<file path="src/rtl/rca_mp_add_seq_pkg.sv">
// Shared constants for the multi-precision add/subtract sequencer.
//   WORD_W   : width of one slice handled by the shared ripple-carry adder
//   ST_*     : controller state encodings (IDLE, RUN, DONE)
package rca_mp_add_seq_pkg;

  localparam int WORD_W = 16;

  localparam logic [1:0] ST_IDLE = 2'd0;
  localparam logic [1:0] ST_RUN  = 2'd1;
  localparam logic [1:0] ST_DONE = 2'd2;

endpackage

</file>
<file path="src/rtl/rca_16_bit.sv">
// 16-bit ripple-carry adder: o_sum = i_a + i_b + i_cin, o_cout is bit 16.
// Ports:
//   i_a, i_b  16-bit addends
//   i_cin     carry into bit 0
//   o_sum     16-bit sum
//   o_cout    carry out of bit 15
module rca_16_bit (
  input  logic [15:0] i_a,
  input  logic [15:0] i_b,
  input  logic        i_cin,
  output logic [15:0] o_sum,
  output logic        o_cout
);

  logic [16:0] w_c;

  // One full adder per bit, carry rippling upward.
  always_comb begin
    w_c    = '0;
    o_sum  = '0;
    w_c[0] = i_cin;
    for (int i = 0; i < 16; i++) begin
      o_sum[i]  = i_a[i] ^ i_b[i] ^ w_c[i];
      w_c[i+1]  = (i_a[i] & i_b[i]) | (w_c[i] & (i_a[i] ^ i_b[i]));
    end
    o_cout = w_c[16];
  end

endmodule

</file>
<file path="src/rtl/rca_mp_add_seq.sv">
// Multi-precision add/subtract sequencer. One rca_16_bit is reused over
// NUM_WORDS slices, least-significant first, with the carry held in a
// register between slices.
// Ports:
//   clk    system clock (rising edge)
//   rst    synchronous active-high reset
//   start  request pulse, accepted in IDLE or DONE
//   sub    0: a+b+cin   1: a-b (cin ignored)
//   cin    carry-in for add mode
//   a, b   W-bit operands (W = 16*NUM_WORDS), captured on accepted start
//   busy   high while slices are being processed
//   done   one-cycle pulse when sum/cout/ovf are valid
//   sum    W-bit result, stable from done until the next accepted start
//   cout   final carry (sub mode: 1 = no borrow)
//   ovf    signed overflow of the W-bit operation
module rca_mp_add_seq
  import rca_mp_add_seq_pkg::*;
#(
  parameter int NUM_WORDS = 4
) (
  input  logic                        clk,
  input  logic                        rst,
  input  logic                        start,
  input  logic                        sub,
  input  logic                        cin,
  input  logic [WORD_W*NUM_WORDS-1:0] a,
  input  logic [WORD_W*NUM_WORDS-1:0] b,
  output logic                        busy,
  output logic                        done,
  output logic [WORD_W*NUM_WORDS-1:0] sum,
  output logic                        cout,
  output logic                        ovf
);

  localparam int W     = WORD_W * NUM_WORDS;
  localparam int IDX_W = $clog2(NUM_WORDS) + 1;
  localparam logic [IDX_W-1:0] LAST_IDX = IDX_W'(NUM_WORDS - 1);

  logic [1:0]        r_state;
  logic [IDX_W-1:0]  r_idx;
  logic              r_carry;
  logic              r_sub;
  logic [W-1:0]      r_a;
  logic [W-1:0]      r_b;
  logic [W-1:0]      r_sum;
  logic              r_cout;
  logic              r_ovf;

  logic [WORD_W-1:0] w_a_sl;
  logic [WORD_W-1:0] w_b_sl;
  logic [WORD_W-1:0] w_sum_sl;
  logic              w_cout_sl;
  logic              w_accept;
  logic              w_last;

  // Two's-complement overflow: both addends share a sign and the result
  // sign differs from it. b_msb is the effective (possibly inverted) b.
  function automatic logic f_ovf(input logic a_msb, input logic b_msb,
                                 input logic s_msb);
    return (a_msb == b_msb) && (s_msb != a_msb);
  endfunction

  assign w_accept = start && ((r_state == ST_IDLE) || (r_state == ST_DONE));
  assign w_last   = (r_idx == LAST_IDX);

  // Slice select: subtraction is a + ~b + 1, the +1 entering as the
  // initial carry loaded on accept.
  assign w_a_sl = r_a[WORD_W*r_idx +: WORD_W];
  assign w_b_sl = r_sub ? ~r_b[WORD_W*r_idx +: WORD_W]
                        :  r_b[WORD_W*r_idx +: WORD_W];

  rca_16_bit u_rca (
    .i_a    (w_a_sl),
    .i_b    (w_b_sl),
    .i_cin  (r_carry),
    .o_sum  (w_sum_sl),
    .o_cout (w_cout_sl)
  );

  // Operand capture: pure data, no reset needed.
  always_ff @(posedge clk) begin
    if (w_accept) begin
      r_a   <= a;
      r_b   <= b;
      r_sub <= sub;
    end
  end

  // Controller and result registers.
  always_ff @(posedge clk) begin
    if (rst) begin
      r_state <= ST_IDLE;
      r_idx   <= '0;
      r_carry <= 1'b0;
      r_sum   <= '0;
      r_cout  <= 1'b0;
      r_ovf   <= 1'b0;
    end else begin
      case (r_state)
        ST_IDLE, ST_DONE: begin
          if (start) begin
            r_carry <= sub ? 1'b1 : cin;
            r_idx   <= '0;
            r_state <= ST_RUN;
          end else begin
            r_state <= ST_IDLE;
          end
        end
        ST_RUN: begin
          r_sum[WORD_W*r_idx +: WORD_W] <= w_sum_sl;
          r_carry <= w_cout_sl;
          if (w_last) begin
            // Park idx at 0 so the slice muxes never point past the top word.
            r_idx   <= '0;
            r_cout  <= w_cout_sl;
            r_ovf   <= f_ovf(w_a_sl[WORD_W-1], w_b_sl[WORD_W-1],
                             w_sum_sl[WORD_W-1]);
            r_state <= ST_DONE;
          end else begin
            r_idx   <= r_idx + 1'b1;
          end
        end
        default: r_state <= ST_IDLE;
      endcase
    end
  end

  assign busy = (r_state == ST_RUN);
  assign done = (r_state == ST_DONE);
  assign sum  = r_sum;
  assign cout = r_cout;
  assign ovf  = r_ovf;

endmodule

</file>
<file path="config.mk">
export PLATFORM = sky130hd
export DESIGN_NAME = rca_mp_add_seq
export DESIGN_NICKNAME = d
export VERILOG_FILES = /design/src/rtl/rca_mp_add_seq_pkg.sv /design/src/rtl/rca_16_bit.sv /design/src/rtl/rca_mp_add_seq.sv
export SDC_FILE = /design/constraint.sdc
export NUM_CORES = 1
export LEC_CHECK = 0
export BUFFER_PORTS_ARGS = -buffer_cell sky130_fd_sc_hd__buf_4
export CAP_MARGIN = 20
export CORE_MARGIN = 2
export CORE_UTILIZATION = 45
export CTS_BUF_LIST = sky130_fd_sc_hd__clkbuf_4
export CTS_CLUSTER_DIAMETER = 60
export DETAILED_ROUTE_END_ITERATION = 7
export PLACE_DENSITY_LB_ADDON = 0.1
export SLEW_MARGIN = 20
export SYNTH_ARGS = -nofsm -noshare
export SYNTH_HDL_FRONTEND = slang
export SYNTH_SLANG_ARGS = --single-unit
</file>
<file path="constraint.sdc">
create_clock -name clk -period 22.8 [get_ports clk]
set_input_delay 4.56 -clock clk [delete_from_list [all_inputs] [get_ports clk]]
set_output_delay 4.56 -clock clk [all_outputs]
set_load 0.1 [all_outputs]
</file>
### Word-level counts from Yosys, hierarchy flattened

Index checks and enable logic that the tools add are counted.

* bits in registers: 201
* bits of input ports: 133
* output and inout port bits: 68
* logic and storage cells: 122

* $add $sub $neg: 2
* equality and inequality tests: 7
* shift-type cells: 4
* muxes and demuxes: 11
* bitwise logic cells: 81
* reduce and logical (&&, ||, !) cells: 8

Operators with widths (number)
* $shiftx A64 B8 Y16: 2
* $bwmux W64: 1
* $shift A16 B34 Y64 const A: 1
* $shiftx A16 B34 Y64: 1
* $neg A7 Y34: 1
* $and A1 B1 Y1: 32
* $xor A1 B1 Y1: 32
* $mux W16: 1
* $not A16 Y16: 1
* $or A1 B1 Y1: 16
* $mux W3: 2
* $pmux W3 S2: 1
* $pmux W2 S2: 1
* $reduce_and A2 Y1: 2
* $add A3 B1 Y3 const B: 1
* $eq A3 B2 Y1 const B: 1
* $mux W1: 3
* $eq A2 B1 Y1 const B: 1
* $eq A2 B2 Y1 const B: 1
* $logic_and A1 B1 Y1: 2
* $logic_not A2 Y1: 1
* $mux W2: 1
* $ne A2 B1 Y1 const B: 1
* $ne A2 B2 Y1 const B: 1
* other kinds (6): 6

### Depth between registers and ports, before layout

* depth after elaboration: 37
* gate-level depth with buffers: 24
* gate-level depth less buffers: 22

### Modules after synthesis

A second synthesis with hierarchy kept.

* cells, all modules: 583
* area, all modules: 8112.8 µm²

Modules (own cells, without submodules)
* rca_mp_add_seq: times used 1, cells each 557, area an instance 7754.9 µm², sequential area each 5315.1 µm²
* rca_16_bit: times used 1, cells each 26, area an instance 357.8 µm², sequential area each 0.0 µm²

### Least setup slack after synthesis

OpenSTA, ideal clock, no wires.

* kind: input port to flip-flop
* from: input start
* to: register r_carry
* library setup time: 0.070 ns
* arrival: 11.255 ns
* data required time: 22.730 ns
* path slack: 11.475 ns
* stages on the path: 4
* buffers on the path: 0
* cell sequence: nor2b_1 -> o21ai_0 -> o21a_1 -> a21oi_1

* word-level cells in the longest chain between the ends: 2

RTL lines
* start: declaration: line rca_mp_add_seq.sv:23 `input logic start,`
* $ne A2 B2 Y1 (no source line)
* $reduce_and A2 Y1 (no source line)
* end signal: assignment: line rca_mp_add_seq.sv:102 `r_carry <= sub ? 1'b1 : cin;`
* end signal: assignment: line rca_mp_add_seq.sv:111 `r_carry <= w_cout_sl;`
* end: declaration: line rca_mp_add_seq.sv:41 `logic r_carry;`

Every way passes these cells.
A chain may end at the register's enable or synchronous reset.

### Worst setup path after layout

* from: register r_idx[0]
* to: register r_sum[31] (netlist: sum[31])

* word-level cells in the longest chain between the ends: 37
* elaborated cells between the ends (all ways): 85
* those cells by class: add/sub: 1; shift: 4; mux: 2; bitwise: 78

RTL lines
* start: declaration: line rca_mp_add_seq.sv:40 `logic [IDX_W-1:0] r_idx;`
* start signal: assignment: line rca_mp_add_seq.sv:120 `r_idx <= r_idx + 1'b1;`
* $shiftx A64 B8 Y16: line rca_mp_add_seq.sv:69, rca_mp_add_seq.sv:70
* $not A16 Y16: line rca_mp_add_seq.sv:69 `assign w_b_sl = r_sub ? ~r_b[WORD_W*r_idx +: WORD_W]`
* $mux W16: line rca_mp_add_seq.sv:69
* $xor A1 B1 Y1: line rca_16_bit.sv:23, rca_16_bit.sv:24
* $and A1 B1 Y1: line rca_16_bit.sv:24 `w_c[i+1] = (i_a[i] & i_b[i]) | (w_c[i] & (i_a[i] ^ i_b[i]));`
* $or A1 B1 Y1: line rca_16_bit.sv:24
* $and A1 B1 Y1: line rca_16_bit.sv:24
* $or A1 B1 Y1: line rca_16_bit.sv:24
* [... 21 more ...]
* $or A1 B1 Y1: line rca_16_bit.sv:24
* $and A1 B1 Y1: line rca_16_bit.sv:24
* $or A1 B1 Y1: line rca_16_bit.sv:24
* $and A1 B1 Y1: line rca_16_bit.sv:24
* $or A1 B1 Y1: line rca_16_bit.sv:24
* $xor A1 B1 Y1: line rca_16_bit.sv:23 `o_sum[i] = i_a[i] ^ i_b[i] ^ w_c[i];`
* $shiftx A16 B34 Y64: line rca_mp_add_seq.sv:110 `r_sum[WORD_W*r_idx +: WORD_W] <= w_sum_sl;`
* $bwmux W64 (*): line rca_mp_add_seq.sv:110
* end signal: indexed assignment: line rca_mp_add_seq.sv:110
* end: declaration: line rca_mp_add_seq.sv:45 `logic [W-1:0] r_sum;`

Mark *: on every way between the ends. The rest lies on a longest branch, timed or not.

==> impl_metrics.csv <==
group,metric,value,unit
worst_setup_path,worstReg2RegStart,"r_idx[0]",
synth,synth.distinct_cells,45,
die,dieArea,0.0191,sq mm
clocking,tritoncts,"yes",
synth,netlist_instances,576,
worst_setup_path,worstRegToRegCells,23,
routing,wl_met2,9.45,mm
synth,ys_ff_latch,201,
clocking,cts_buffers,50,
sta,fin_skew,0.0289,ns
routing,wire_per_inst,17.9,microns
sta,worstMarginPinSlew,0.992,ns
global_route,grt_pass1_wl,28.7,mm
sta,setup_violations,0,
routing,drt_first_pass_iters,5,
die,std_cell_rows,49,
outcome,outcome,"finished clean",
sta,timing.slew.headroom,33.9,%
sta,fin_setup_tns,0,ns
sta,period_share,37.1,%
place,gp_congestion,0.778,
sta,hold_viol,0,
clocking,cts_root_buffer,"clkbuf_4",
clocking,h-tree-depth,2,
global_route,antenna_found_initial,1,
cells_and_area,area_delta_synth_final,26.5,%
die,die_width,138,microns
hold_path,worstHoldStart,"sum[8]",
hold_path,hold_class,"register to register",
synth,syn_avg_cell_area,14.1,sq um
worst_setup_path,startpoint_type,"register",
worst_setup_path,end_kind,"register",
worst_setup_path,worst_ep_arrival_time,9.02,ns
cells_and_area,drive_above_1_share,38.5,%
clocking,post_cts_resized,0,
routing,drt-total-wl,18.8,mm
worst_setup_path,cp_max_fo,34,
routing,route.detailed.drc,0,
sta,period_minus_slack,8.46,ns
pwr,p_leak,3.90,nW
worst_setup_path,critPathKind,"register to register",
routing,drtIter0Drc,334,
global_route,grt_pass1_vias,5532,
synth,syn_nets,729,
routing,wl_met1,7.63,mm
clocking,ctsLongestPathBuffers,3,
job,maxCapViolations,0,
clocking,clkTransAtPathRegs,0.07,ns
routing,vias,5290,
die,core_area,0.0178,sq mm
cells_and_area,final_util,57.6,%
clocking,ctsHoldBuffers,0,
hold_path,hold_end,"sum[8]",
worst_setup_path,r2r_setup_slack,14.34,ns
worst_setup_path,required,23.36,ns
sta,timing.hold.ws,0.457,ns
synth,ys_seq_area_share,65.6,%
clocking,clk_latency,0.63,ns
global_route,grt_overflow,0,
pwr,pwr_density_cell,82.3,mW/mm^2
synth,ys_warn_count,0,
place,dp_hpwl,13.4,mm
cells_and_area,nNetsFinal,950,
clocking,cts.sinks,201,
pwr,ir_worst_vdd,0.0441,mV
die,die_h,138,microns
routing,wl_met3,1.34,mm
global_route,grt_max_degree,82,
hold_path,hold_depth,2,
routing,postRouteAntennaNets,0,
clocking,cts_setup_buffers,0,
routing,highest_layer,"met4",
die,io_pins,201,
place,port_buffers,200,
synth,synth_area,0.00810,sq mm
sta,slew_violations,0,
worst_setup_path,r2r-end,"sum[31]",
pwr,p_total,843,uW
routing,vias_per_cell,5.02,
sta,rsz0062_at_grt,"no",
global_route,grt_usage,19.6,%
die,initial_utilization,45.5,%
sta,fmax,118,MHz
==> state kept, by name (all words and copies together) (netlist names) <==
signal,count
r_sub,1
r_b,64
sum,64
r_carry,1
cout,1
ovf,1
r_idx,3
r_state,2
r_a,64
==> per-layer routing <==
layer | GRT usage (%) | up-vias
met5 | 0 | -
met3 | 5.75 | 30
met2 | 32.8 | 235
li1 | - | 2534
met1 | 24.2 | 2491
met4 | 7.30 | 0
==> worst max-delay path, cell delays in order, from the launching register on <==
cell	delay, ns
dfxtp_4	0.61
buf_4	0.52
mux4_2	0.56
nand2_1	0.09
xnor2_1	0.09
fa_1	0.41
fa_1	0.39
fa_1	0.39
fa_1	0.39
fa_1	0.40
fa_1	0.41
fa_1	0.43
fa_1	0.41
fa_1	0.40
fa_1	0.40
fa_1	0.40
fa_1	0.37
inv_1	0.09
fa_1	0.19
fa_1	0.20
fa_1	0.21
fa_1	0.52
or3_1	0.39
a21oi_1	0.14
==> how the worst max path moves through the flow <==
stage	from	to	slack [ns]	depth (start not counted)
6_report	r_idx[0]	sum[31]	14.34	23
5_1_grt	r_idx[0]	sum[31]	13.96	23
4_1_cts	r_idx[0]	sum[31]	14.31	23
3_5_place_dp	r_idx[0]	sum[31]	14.32	23
3_3_place_gp	r_idx[0]	sum[31]	14.52	23
2_1_floorplan	start	r_carry	11.48	4
==> cells by family (layout without fill, tap and decap cells) <==
| family | after synthesis | count (layout) | share of synthesized area (%) |
|---|---|---|---|
| compound gates | 82 | 82 | 6.21 |
| xor+xnor | 18 | 18 | 1.95 |
| fa+ha+maj | 20 | 20 | 4.57 |
| buf+inv | 41 | 288 | 3.20 |
| flops | 201 | 201 | 65.6 |
| mux | 42 | 42 | 8.59 |
| other cells | 0 | 1 | 0 |
| simple gates | 172 | 172 | 9.84 |
==> layout by cell type, fill, tap and decap left out, types with 4 or more instances in the layout <==
master      n
fa_1       16
dfxtp_1    71
clkbuf_4   68
ha_1        4
mux4_2     22
nand3b_1    4
nor2_2      5
buf_4     204
o22ai_1     8
a211oi_1    7
nor2_1     16
clkinv_1    8
xnor2_1     9
xor2_1      9
a211oi_2    5
mux2i_1    20
and2_1     12
nand3_1     5
nand2_1   110
inv_1       5
a21oi_1    55
edfxtp_1  129
==> cell usage after synthesis, drive strengths merged <==
| cell type | instances | share of area [%] |
|---|---|---|
| edfxtp | 129 | 48 |
| nand2 | 110 | 5.1 |
| dfxtp | 72 | 18 |
| a21oi | 55 | 3.4 |
| buf | 25 | 2.4 |
| mux4 | 22 | 6.1 |
| nor2 | 21 | 1.1 |
| mux2i | 20 | 2.5 |
| fa | 16 | 4.0 |
| a211oi | 12 | 1.4 |
| and2 | 12 | 0.93 |
| clkbuf | 10 | 0.46 |
| o22ai | 10 | 0.93 |
| xnor2 | 9 | 0.97 |
| xor2 | 9 | 0.97 |
| inv | 6 | 0.31 |
| nand3 | 5 | 0.31 |
| ha | 4 | 0.62 |
| nand3b | 4 | 0.37 |
| and4 | 3 | 0.36 |
| nand4 | 3 | 0.31 |
| nor2b | 3 | 0.23 |
| or2 | 3 | 0.23 |
| and2b | 2 | 0.19 |
| nand2b | 2 | 0.25 |
| a2111oi | 1 | 0.11 |
| a22oi | 1 | 0.093 |
| and3 | 1 | 0.077 |
| nor3 | 1 | 0.062 |
| nor3b | 1 | 0.23 |
| o21a | 1 | 0.093 |
| o21ai | 1 | 0.062 |
| o41ai | 1 | 0.11 |
| or3 | 1 | 0.077 |
==> metrics by stage <==
step / instance area (sq um) / instances / setup slack [ns]
floorplan: 8100 / 576 / 11.48
global placement: 9690 / 974 / 14.52
detailed placement: 9690 / 974 / 14.32
CTS: 10200 / 1052 / 14.31
global route: 10200 / 1053 / 13.96
finish: 10200 / 1053 / 14.34
==> area by class of cell <==
class,instances,area [sq um]
flip-flops and latches,201,5320
repair buffers,204,1530
multi-input cells,334,2530
well taps,229,287
diodes,1,2.50
clock buffers,68,510
inverters,6,25.0
fillers,1508,7530
clock inverters,10,38.8
==> power breakdown <==
part	total [mW]	switching, mW	internal [mW]	leakage (nW)
logic	0.157	0.0981	0.0591	1.75
clock network	0.268	0.133	0.136	0.334
registers	0.418	0.00859	0.409	1.82
No activity file was read; power rests on OpenSTA's default activity.
